**src/rtl/inst_mem_loader_pkg.sv**
```systemverilog
// Shared definitions for the instruction-memory loader: FSM state encoding.
package inst_mem_loader_pkg;

  localparam int STATE_W = 3;

  typedef enum logic [STATE_W-1:0] {
    IDLE  = 3'd0,
    LOAD  = 3'd1,
    FLUSH = 3'd2,
    DONE  = 3'd3,
    ERR   = 3'd4
  } state_t;

endpackage

```
**src/rtl/inst_mem_loader.sv**
```systemverilog
// Instruction-memory loader: streams LEN words from a valid/ready source into
// instruction memory at word addresses 0..LEN-1 while holding the CPU.
// Every output is a flop. Writes appear one cycle after the word is accepted.
// Optional feature: define INST_MEM_LOADER_CHECKSUM_EN to add the load_csum
// output (modulo-2^INST_WIDTH sum of the words accepted in the current load).
module inst_mem_loader
  import inst_mem_loader_pkg::*;
#(
  parameter int INST_WIDTH      = 32,
  parameter int INST_ADDR_WIDTH = 32,
  parameter int NUM_WORDS       = 128,
  localparam int LEN_W          = $clog2(NUM_WORDS) + 1
) (
  input  logic                       cpu_clk,
  input  logic                       cpu_rst,
  input  logic                       load_start,
  input  logic [LEN_W-1:0]           load_len,
  input  logic                       src_valid,
  input  logic [INST_WIDTH-1:0]      src_data,
  output logic                       src_ready,
  output logic [INST_ADDR_WIDTH-1:0] dma_inst_mem_waddr,
  output logic [INST_WIDTH-1:0]      dma_inst_mem_wdata,
  output logic                       inst_mem_write,
  output logic                       cpu_hold,
  output logic                       load_busy,
  output logic                       load_done,
  output logic                       load_err
`ifdef INST_MEM_LOADER_CHECKSUM_EN
  ,
  output logic [INST_WIDTH-1:0]      load_csum
`endif
);

  localparam logic [LEN_W-1:0] MAX_LEN = LEN_W'(NUM_WORDS);
  localparam logic [LEN_W-1:0] ONE     = LEN_W'(1);

  state_t                     state_q, state_d;
  logic [LEN_W-1:0]           cnt_q, cnt_d;      // address of the next word
  logic [LEN_W-1:0]           rem_q, rem_d;      // words still to accept
  logic                       src_ready_q, src_ready_d;
  logic                       wr_q, wr_d;
  logic [INST_ADDR_WIDTH-1:0] waddr_q, waddr_d;
  logic [INST_WIDTH-1:0]      wdata_q, wdata_d;
  logic                       hold_q, hold_d;
  logic                       busy_q, busy_d;
  logic                       done_q, done_d;
  logic                       err_q, err_d;
`ifdef INST_MEM_LOADER_CHECKSUM_EN
  logic [INST_WIDTH-1:0]      csum_q, csum_d;
`endif

  logic accept;
  logic len_ok;

  assign accept = src_ready_q && src_valid;
  assign len_ok = (load_len != '0) && (load_len <= MAX_LEN);

  // Next-state logic; status outputs are decoded from the next state so the
  // registered versions line up exactly with the state they describe.
  always_comb begin
    state_d = state_q;
    cnt_d   = cnt_q;
    rem_d   = rem_q;
    wr_d    = 1'b0;
    waddr_d = waddr_q;
    wdata_d = wdata_q;
`ifdef INST_MEM_LOADER_CHECKSUM_EN
    csum_d  = csum_q;
`endif
    case (state_q)
      IDLE: begin
        if (load_start) begin
          if (len_ok) begin
            state_d = LOAD;
            cnt_d   = '0;
            rem_d   = load_len;
`ifdef INST_MEM_LOADER_CHECKSUM_EN
            csum_d  = '0;
`endif
          end else begin
            state_d = ERR;
          end
        end
      end
      LOAD: begin
        if (accept) begin
          wr_d    = 1'b1;
          waddr_d = INST_ADDR_WIDTH'(cnt_q);
          wdata_d = src_data;
          cnt_d   = cnt_q + ONE;
          rem_d   = rem_q - ONE;
`ifdef INST_MEM_LOADER_CHECKSUM_EN
          csum_d  = csum_q + src_data;
`endif
          if (rem_q == ONE) begin
            state_d = FLUSH;
          end
        end
      end
      FLUSH:   state_d = DONE;
      DONE:    state_d = IDLE;
      ERR:     state_d = IDLE;
      default: state_d = IDLE;
    endcase

    src_ready_d = (state_d == LOAD);
    hold_d      = (state_d == LOAD) || (state_d == FLUSH) || (state_d == DONE);
    busy_d      = (state_d != IDLE);
    done_d      = (state_d == DONE);
    err_d       = (state_d == ERR);
  end

  // State and output registers with synchronous reset that wins over everything.
  always_ff @(posedge cpu_clk) begin
    if (cpu_rst) begin
      state_q     <= IDLE;
      cnt_q       <= '0;
      rem_q       <= '0;
      src_ready_q <= 1'b0;
      wr_q        <= 1'b0;
      waddr_q     <= '0;
      wdata_q     <= '0;
      hold_q      <= 1'b0;
      busy_q      <= 1'b0;
      done_q      <= 1'b0;
      err_q       <= 1'b0;
`ifdef INST_MEM_LOADER_CHECKSUM_EN
      csum_q      <= '0;
`endif
    end else begin
      state_q     <= state_d;
      cnt_q       <= cnt_d;
      rem_q       <= rem_d;
      src_ready_q <= src_ready_d;
      wr_q        <= wr_d;
      waddr_q     <= waddr_d;
      wdata_q     <= wdata_d;
      hold_q      <= hold_d;
      busy_q      <= busy_d;
      done_q      <= done_d;
      err_q       <= err_d;
`ifdef INST_MEM_LOADER_CHECKSUM_EN
      csum_q      <= csum_d;
`endif
    end
  end

  assign src_ready          = src_ready_q;
  assign dma_inst_mem_waddr = waddr_q;
  assign dma_inst_mem_wdata = wdata_q;
  assign inst_mem_write     = wr_q;
  assign cpu_hold           = hold_q;
  assign load_busy          = busy_q;
  assign load_done          = done_q;
  assign load_err           = err_q;
`ifdef INST_MEM_LOADER_CHECKSUM_EN
  assign load_csum          = csum_q;
`endif

endmodule

```
**config.mk**
```make
export PLATFORM = sky130hd
export DESIGN_NAME = inst_mem_loader
export DESIGN_NICKNAME = d
export VERILOG_FILES = /design/src/rtl/inst_mem_loader_pkg.sv /design/src/rtl/inst_mem_loader.sv
export SDC_FILE = /design/constraint.sdc
export NUM_CORES = 1
export LEC_CHECK = 0
export BUFFER_PORTS_ARGS = -buffer_cell sky130_fd_sc_hd__buf_2
export CAP_MARGIN = 15
export CELL_PAD_IN_SITES_DETAIL_PLACEMENT = 1
export CELL_PAD_IN_SITES_GLOBAL_PLACEMENT = 2
export CORE_MARGIN = 4
export CORE_UTILIZATION = 26
export CTS_BUF_LIST = sky130_fd_sc_hd__clkbuf_16
export DETAILED_ROUTE_END_ITERATION = 12
export MAX_ROUTING_LAYER = met4
export PLACE_DENSITY_LB_ADDON = 0.1
export SYNTH_ARGS = -nofsm -noshare
export SYNTH_HDL_FRONTEND = slang
export SYNTH_SLANG_ARGS = --single-unit
```
**constraint.sdc**
```tcl
create_clock -name cpu_clk -period 3 [get_ports cpu_clk]
set_clock_uncertainty 0.2 [all_clocks]
set_input_delay 0.75 -clock cpu_clk [delete_from_list [all_inputs] [get_ports cpu_clk]]
set_output_delay 0.75 -clock cpu_clk [all_outputs]
set_load 0.1 [all_outputs]
```
==> results.json <==
{
  "worstHoldPathCells": 2,
  "period_share": 0.844,
  "area_growth_pct": 28.4,
  "use_met1": 0.161,
  "row_count": 37,
  "crit_path_max_fanout": 12,
  "ys_ff_latch": 65,
  "synth_flop_cell": "dfxtp_1",
  "antenna_found_initial": 0,
  "slew_headroom": 0.539,
  "hold_viol": 0,
  "layout.nets": 487,
  "hold_end": "dma_inst_mem_wdata[13]$_SDFFE_PP0P_",
  "drive_above_1_share": 0.259,
  "globalplace.congestion": 0.742,
  "status": "complete, no violations",
  "tritoncts": "built",
  "r2r_cells": 6,
  "clkTransAtPathRegs_ps": 60,
  "max_stage_delay_ps": 450,
  "setup_ws_ps": 467,
  "via_per_inst": 4.53,
  "dp_slack_ps": 122,
  "synth_area_per_cell_um2": 8.01,
  "rsz0062_at_grt": "no",
  "cts_setup_buffers": 0,
  "pin_count": 114,
  "ys_warn_count": 0,
  "top_usage_layer": "met2",
  "tightestPinTransition_ps": 687,
  "max_freq_mhz": 395,
  "synth.area.top_cells": "dfxtp_1 (46%), nand2_1 (12%), a21oi_1 (9.9%)",
  "insertion_delay_ps": 320,
  "timing.rr.end": "load_busy$_SDFF_PP0_",
  "cts-hold-fix-buffers": 0,
  "io_buffers": 89,
  "path_cells": "buf_2 > nor4_1 > mux2i_1 > o311ai_2 > buf_4 > buf_4 > or3_1 > a21oi_1",
  "yosysTopAreaCellShare": 0.460,
  "path_common_cell": "buf_4",
  "power.total_uw": 2780,
  "cts.repair.resized": 0,
  "clock-sinks": 65,
  "finalSetupTns_ps": 0,
  "antenna_left": 0,
  "cts_buffer_depth": 2,
  "mappedNetlistArea_um2": 2830,
  "synth_edf_count": 0,
  "first_global_vias": 2596,
  "fill_cells": 1315,
  "drtIter0Drc": 115,
  "ir_drop_mv": 0.419,
  "setup.worst_path.end_class": "register",
  "critPathSlowestCell": "nor4_1",
  "grt.overflow.total": 0,
  "track_usage": 0.132,
  "coreArea_um2": 10500,
  "startpoint_type": "input port",
  "synth_area_leader_cell": "dfxtp_1",
  "drt-total-wl_mm": 8.19,
  "cts_root_buf": "clkbuf_16",
  "yosysSeqAreaShare": 0.460,
  "grtUsageMet2": 0.216,
  "synth_common_cells": "nand2_1 (90), dfxtp_1 (65), a21oi_1 (56), buf_4 (27), nor2_1 (15)",
  "die-area_um2": 12600,
  "grt_max_degree": 50,
  "min_from": "dma_inst_mem_wdata[13]$_SDFFE_PP0P_",
  "drc": 0,
  "cp_data_arrival_time_ps": 2590,
  "syn_inst": 353,
  "fin_util": 0.347,
  "cellPowerDensity_nw_per_um2": 767,
  "async_reset_ff_frac": 0,
  "timing.rr.start": "state_q[0]$_SDFF_PP0_",
  "maxCapViolCount": 0,
  "diodes": 0,
  "reg2reg_slack_ps": 630,
  "yosysMostFrequentCell": "nand2_1",
  "tritoncts.num_buffers": 9,
  "path_class": "in2reg",
  "start_util": 0.270,
  "slew_violations": 0,
  "die_y_um": 112,
  "required_ps": 3050,
  "vias": 2629,
  "fp.dieW_um": 112,
  "ys_types": 46,
  "power_leakage_uw": 0.00158,
  "worst_hold_path_type": "reg2reg",
  "finalCriticalPeriod_ps": 2530,
  "cts_htree_levels": 3,
  "grtUsageMet3": 0.0275,
  "dr.pass1.iters": 4,
  "dp_hpwl_mm": 5.89,
  "wire_per_inst_um": 14.1,
  "grt_first_pass_wirelength_mm": 13.2,
  "setup_viol": 0
}
[kinds of logic after synthesis]
group / after synthesis / synth area share
AOI/OAI and AO/OA: 86 / 0.177
xor gates and xnor gates: 2 / 0.00620
adders and majority gates: 3 / 0.0133
buffers and inverters: 52 / 0.106
DFF: 65 / 0.460
muxes: 3 / 0.0106
other: 1 / 0.00133
and+or+nand+nor: 141 / 0.225
[final cells by class]
type | count | area (um^2) | area share
Inverter | 8 | 30.0 | 0.00827
Clock inverter | 6 | 85.1 | 0.0234
Tap cell | 136 | 170 | 0.0469
Multi-Input combinational cell | 259 | 1310 | 0.362
Timing Repair Buffer | 97 | 505 | 0.139
Sequential cell | 65 | 1300 | 0.358
Clock buffer | 9 | 225 | 0.0620
[metrics by stage]
step	std cells	cell area, um^2	hold WS (ps)
floorplan	376	2910	240
global placement	565	3320	239
detailed placement	565	3320	244
CTS	580	3630	253
global route	580	3630	273
finish	580	3630	250
[sequential cells by signal (all words and copies together) (netlist names)]
| register | cells |
|---|---|
| cpu_hold | 1 |
| dma_inst_mem_wdata | 32 |
| load_err | 1 |
| dma_inst_mem_waddr | 8 |
| load_busy | 1 |
| src_ready | 1 |
| state_q | 3 |
| rem_q | 8 |
| load_done | 1 |
| cnt_q | 8 |
| inst_mem_write | 1 |
[cell usage in the layout (no fill, tap or decap), types with 2 or more instances in the layout]
| cell | n |
|---|---|
| o32ai_1 | 3 |
| dfxtp_1 | 65 |
| bufinv_16 | 2 |
| a22oi_1 | 2 |
| inv_1 | 9 |
| buf_4 | 8 |
| nand3_1 | 9 |
| o21ai_0 | 10 |
| nand2b_1 | 2 |
| nand2_1 | 90 |
| clkbuf_16 | 9 |
| ha_1 | 3 |
| nor2_1 | 15 |
| conb_1 | 24 |
| mux2i_1 | 3 |
| or3_1 | 5 |
| nand4_1 | 2 |
| o31ai_1 | 2 |
| nor3_1 | 4 |
| o211ai_1 | 2 |
| xor2_1 | 2 |
| a21oi_1 | 56 |
| or4_1 | 2 |
| nor4_1 | 2 |
| buf_2 | 89 |
[per-layer routing]
layer	share of wire	vias up	wire length, um
li1	-	1323	-
met1	0.46	1223	3770
met2	0.48	75	3910
met3	0.048	8	393
met4	0.013	0	107
met5	0	-	0
[power by group]
part / leakage [uW] / switching (uW) / internal [uW]
Combinational: 0.000897 / 565 / 160
Sequential: 0.000527 / 47.9 / 918
Clock: 0.000153 / 374 / 719
[how the worst max path moves through the flow]
| stage | startpoint | cells past startpoint | to |
|---|---|---|---|
| after detailed placement | load_len[3] | 8 | cnt_q[4]$_SDFFE_PP0P_ |
| after floorplan | src_ready$_SDFF_PP0_ | 7 | rem_q[4]$_SDFFE_PP0P_ |
| final | load_len[3] | 8 | cnt_q[4]$_SDFFE_PP0P_ |
| after global placement | load_len[3] | 8 | cnt_q[4]$_SDFFE_PP0P_ |
| after CTS | load_len[3] | 8 | cnt_q[4]$_SDFFE_PP0P_ |
| after global routing | load_len[4] | 8 | cnt_q[4]$_SDFFE_PP0P_ |
[critical path: cells and delay by family]
| kind | cells | cell delay [ps] |
|---|---|---|
| compound gates | 2 | 290 |
| buf+inv | 3 | 460 |
| mux | 1 | 290 |
| simple gates | 2 | 800 |
Power figures use the tool's default switching activity.
